$ cat config.mk
export PLATFORM = sky130hd
export DESIGN_NAME = rx_frame_sr
export DESIGN_NICKNAME = d
export VERILOG_FILES = /design/src/rtl/rx_frame_sr.sv
export SDC_FILE = /design/constraint.sdc
export NUM_CORES = 1
export LEC_CHECK = 0
export CORE_UTILIZATION = 31
export DETAILED_ROUTE_END_ITERATION = 7
export GPL_TIMING_DRIVEN = 0
export MAX_ROUTING_LAYER = met4
export SYNTH_ARGS = -nofsm -noshare
export SYNTH_HDL_FRONTEND = slang
export SYNTH_SLANG_ARGS = --single-unit
$ cat constraint.sdc
create_clock -name clk -period 1.65 [get_ports clk]
set_input_delay 0.2475 -clock clk [delete_from_list [all_inputs] [get_ports clk]]
set_output_delay 0.2475 -clock clk [all_outputs]
set_load 0.02 [all_outputs]
$ cat src/rtl/rx_frame_sr.sv
// rtl/rx_frame_sr.sv - UART receive framing shift register with parity/framing checks
module rx_frame_sr #(
   parameter int DATA_BITS  = 8,
   parameter int PARITY_EN  = 0,
   parameter int PARITY_ODD = 0
) (
   input  logic                 clk,
   input  logic                 n_rst,
   input  logic                 start,
   input  logic                 shift_strobe,
   input  logic                 serial_in,
   output logic [DATA_BITS-1:0] packet_data,
   output logic                 stop_bit,
   output logic                 parity_error,
   output logic                 framing_error,
   output logic                 frame_done,
   output logic                 busy
);

   localparam int FRAME_BITS = DATA_BITS + PARITY_EN + 1;
   localparam int CNT_W      = $clog2(FRAME_BITS + 1);
   localparam logic [CNT_W-1:0] LAST_COUNT = CNT_W'(FRAME_BITS);

   typedef enum logic [1:0] {
      IDLE,
      SHIFT,
      DONE
   } state_t;

   state_t                state, state_nxt;
   logic [CNT_W-1:0]      count, count_nxt;
   logic [FRAME_BITS-1:0] frame, frame_nxt;
   logic                  publish;
   logic                  parity_fail;

   always_comb begin
      state_nxt = state;
      count_nxt = count;
      frame_nxt = frame;
      publish   = 1'b0;
      case (state)
         IDLE: begin
            if (start) begin
               state_nxt = SHIFT;
               count_nxt = '0;
            end
         end
         SHIFT: begin
            // start re-arms the frame and swallows any coincident strobe
            if (start) begin
               count_nxt = '0;
            end else if (shift_strobe) begin
               frame_nxt = {serial_in, frame[FRAME_BITS-1:1]};
               count_nxt = count + 1'b1;
               if (count_nxt == LAST_COUNT) begin
                  state_nxt = DONE;
               end
            end
         end
         DONE: begin
            publish = 1'b1;
            if (start) begin
               state_nxt = SHIFT;
               count_nxt = '0;
            end else begin
               state_nxt = IDLE;
            end
         end
         default: state_nxt = IDLE;
      endcase
   end

   // frame[DATA_BITS] is the parity bit when enabled; data bits sit below it
   always_comb begin
      parity_fail = 1'b0;
      if (PARITY_EN != 0) begin
         parity_fail = (^frame[DATA_BITS:0]) ^ (PARITY_ODD != 0);
      end
   end

   always_ff @(posedge clk or negedge n_rst) begin
      if (!n_rst) begin
         state         <= IDLE;
         count         <= '0;
         frame         <= '0;
         packet_data   <= '0;
         stop_bit      <= 1'b1;
         parity_error  <= 1'b0;
         framing_error <= 1'b0;
         frame_done    <= 1'b0;
      end else begin
         state      <= state_nxt;
         count      <= count_nxt;
         frame      <= frame_nxt;
         frame_done <= publish;
         if (publish) begin
            packet_data   <= frame[DATA_BITS-1:0];
            stop_bit      <= frame[FRAME_BITS-1];
            parity_error  <= parity_fail;
            framing_error <= ~frame[FRAME_BITS-1];
         end
      end
   end

   assign busy = (state != IDLE);

endmodule

==> metrics.md <==
| Metric | Value |
|---|---|
| Syn-to-layout area delta | `23.37%` |
| Worst-path clk slew | `140 ps` |
| GRT Overall Usage | `10.61%` |
| Routed length per placed instance | `11.97 um` |
| Setup slack of the most critical reg-to-reg path | `180 ps` |
| IO Count | `18` |
| DRT Wirelength | `1796 um` |
| Hold Crit Class | `in -> reg` |
| Worst Path Required | `1400 ps` |
| Site row count | `21` |
| Number of nets at the end of the flow | `112` |
| Fraction of the mapped netlist area in adder cells | `2.205%` |
| End of the worst register-to-register path | `frame[6]$_DFFE_PN0P_` |
| Syn_area_per_cell | `13.51 um2` |
| Maximum number of buffers from clock root to sink | `2` |
| Total power per unit cell area | `993.8 mW/mm2` |
| Combinational fraction of design power | `11.1%` |
| Top cell type by total area after synthesis | `sky130_fd_sc_hd__dfrtp_1` |
| Cell type of the slowest stage on the worst timing path | `sky130_fd_sc_hd__dfrtp_1` |
| Overall die area | `0.003907 mm2` |
| Share of synthesized cell area in and, or, nand and nor gates | `9.041%` |
| Highest net fanout along the worst path | `10` |
| Arr. time, crit path | `1370 ps` |
| Outcome | `finished, final reports clean` |
| Detailed-router iteration count before antenna repair | `4` |
| Width of the chip | `62.51 um` |
| Clock Power Share | `31.3%` |
| Vias in the first global route | `717` |
| CP bufs+invs | `2` |
| Post-layout min period | `1615 ps` |
| Area of all placed cells without fillers | `0.001400 mm2` |
| Crit Path Class | `reg -> out` |
| Synthesis warning total | `0` |
| CORE AREA | `0.003416 mm2` |
| Final Max Tran Viols | `0` |
| Worst setup slack after placement | `-181.1 ps` |
| Ordered list of cells on the worst path | `clkbuf_4, or2_2, buf_2` |
| Max VDD drop | `0.2913 mV` |
| Maximum level of the CTS H-tree | `1` |
| Cell Area, Synth | `0.001135 mm2` |
| Aggregate global routing overflow | `0` |
| Length in cells of the worst reg-to-reg path | `3` |
| Kind of start point of the critical path | `register` |
| Final setup fails | `0` |
| Starting utilization of the core area | `33.22%` |
| Setup repair after global routing missed its margin | `no` |
| Final setup skew | `8.938 ps` |
| Crit-path max cell delay | `410 ps` |
| Die outline height | `62.51 um` |
| Kind of cell adding the most delay to the critical path | `flip-flops` |
| FF+latch count, synth | `26` |
| Number of CTS-inserted buffers | `3` |
| Logic depth of the worst path, buffers included | `3` |
| Post-detail-place hpwl | `1287 um` |
| Number of antenna violations at the first check in global routing | `0` |
| DRC violations left | `0` |
| Dominant combinational cell family by area after synthesis | `multiplexers` |
| Hold-critical path depth | `2` |
| Total placed instance area | `0.001343 mm2` |
| Overall power consumption | `0.001391 W` |
| Post-Route Utilization | `40.99%` |
| Part of the Yosys area used for sequential elements | `57.44%` |
| Xor and xnor fraction of the mapped netlist area | `1.544%` |
| Largest net degree at the start of global routing | `27` |
| Worst setup path startpoint | `state[0]$_DFFE_PN0P_` |
| Transition time at the pin with the least slew margin | `1099 ps` |
| Static power due to leakage | `0.6384 nW` |
| Clock latency on the worst-skew pair | `320 ps` |
| Number of maximum-capacitance violations | `0` |
| Violation count after the first detailed-route iteration | `15` |
| End of the critical path | `busy` |
| Final clock period utilization by the worst path | `97.89%` |
| Post-synthesis net count | `91` |
| First-pass GRT wire length | `3167 um` |
| CTS sink cnt | `26` |
| Share of Yosys cell area claimed by the top area cell type | `55.13%` |
| Switching Power | `0.0003166 W` |
| Final GP Congestion | `0.7904` |
| Hold Violations, Final | `0` |
| Worst hold slack after final layout | `198.1 ps` |
| Root buffer cell | `sky130_fd_sc_hd__clkbuf_4` |
| Number of vias per cell | `4.720` |
| Max Clk Rate | `619.1 MHz` |
| Sequential share of power | `57.6%` |
| Post-detailed-route count of antenna-violating nets | `0` |
| Switching portion of total power | `22.76%` |
| Cell types occupying the most area after synthesis | `sky130_fd_sc_hd__dfrtp_1, sky130_fd_sc_hd__mux2_2, sky130_fd_sc_hd__a22o_1, sky130_fd_sc_hd__dfstp_2, sky130_fd_sc_hd__ha_1` |
| Beginning of the worst register-to-register path | `state[1]$_DFFE_PN0P_` |
| Mux contribution to synthesized area | `18.85%` |
| CP endpoint kind | `output port` |
| Internal power contribution | `0.001075 W` |
| Library cells used by synthesis | `29` |
| Minimum setup slack in the final design | `34.75 ps` |
| Diodes inserted | `0` |
| Total via count after detailed routing | `708` |
| Number of instances in the synthesized netlist | `84` |
| Rel. slew slack | `26.50%` |
| TritonCTS clock tree | `done` |
| Fraction of final layout cells with drive strength greater than 1 | `30.77%` |
| Post-synthesis compound-gate area fraction | `6.725%` |
| PortBufs | `15` |
Yosys cell counts (all sizes together):
master / instances
dfrtp: 25
mux2: 19
a22o: 4
buf: 4
inv: 4
nand3: 4
a21oi: 2
ha: 2
nand2: 2
a32o: 1
clkbuf: 1
conb: 1
dfstp: 1
nand2b: 1
nand4: 1
nand4bb: 1
nor2: 1
nor2b: 1
nor3: 1
nor3b: 1
nor4: 1
o211ai: 1
o21ai: 1
o31a: 1
or2: 1
xnor2: 1
xor2: 1
power groups by stage:
stage	sequential, W	combinational, W	clock, W
3_5_place_dp	0.000818	0.000158	0
6_report	0.000802	0.000154	0.000435
3_3_place_gp	0.000812	0.000151	0
4_1_cts	0.000805	0.000158	0.000444
2_1_floorplan	0.000793	0.000118	0
5_1_grt	0.000824	0.000169	0.000459
layer usage:
metal | track usage [%] | part of all wire (%) | vias to the layer above
li1 | - | - | 336
met1 | 12.89 | 47 | 354
met2 | 17.12 | 49 | 14
met3 | 1.095 | 2.2 | 4
met4 | 6.105 | 2.1 | 0
met5 | - | 0 | -
logic make-up (layout without fill, tap and decap cells):
kind of cell | Yosys count | count (layout)
other | 1 | 1
muxes | 19 | 19
and+or+nand+nor | 15 | 15
buffers and inverters | 9 | 29
AOI/OAI and AO/OA | 10 | 10
DFF | 26 | 26
xor gates and xnor gates | 2 | 2
adders and majority gates | 2 | 2
area by class of cell:
type                    count  area [um2]
clock inverters             1       30.03
plain buffers               5       32.53
flip-flops and latches     26       651.9
fillers                   339        2016
inverters                   4       15.01
clock buffers               3       22.52
multi-input cells          49       439.2
well taps                  46       57.56
repair buffers             16       151.4
metrics by stage:
step / TNS, ps / std cells
floorplan: 0 / 84
global placement: -1523 / 145
detailed placement: -1598 / 145
CTS: 0 / 150
global route: 0 / 150
finish: 0 / 150
worst min-delay path by stage:
stage	to	slack [ps]	start
final	state[1]$_DFFE_PN0P_	200	start
after global routing	state[1]$_DFFE_PN0P_	220	start
after floorplan	count[0]$_DFFE_PN0P_	-50	n_rst
after CTS	state[1]$_DFFE_PN0P_	200	start
after global placement	framing_error$_DFFE_PN0N_	470	framing_error$_DFFE_PN0N_
after detailed placement	framing_error$_DFFE_PN0N_	480	framing_error$_DFFE_PN0N_
timing repair:
action / CTS / global route
endpoints found under the hold margin: 0 / 0
resized for setup: 7 / 0
buffers inserted: 1 / 0
hold buffers: 0 / 0
setup endpoints to repair: 2 / 0
worst register-to-register path, cell delays in order (launching register included):
cell	delay, ps
sky130_fd_sc_hd__dfrtp_1	380
sky130_fd_sc_hd__buf_4	170
sky130_fd_sc_hd__nor3_4	420
sky130_fd_sc_hd__mux2_2	390
layout by cell type (no fill, tap or decap), drive strengths merged, types with 2 or more instances in the layout:
master          n
dfrtp          25
inv             4
nand2           2
clkbuf          4
buf             6
a21oi           2
ha              2
mux2           19
a22o            4
nand3           4
clkdlybuf4s50  13
state kept, by name, indices dropped and copies added, names as in the netlist:
signal,cells
frame,9
stop_bit,1
framing_error,1
frame_done,1
packet_data,8
count,4
state,2
Note: power is estimated with default switching activity, not from simulation.
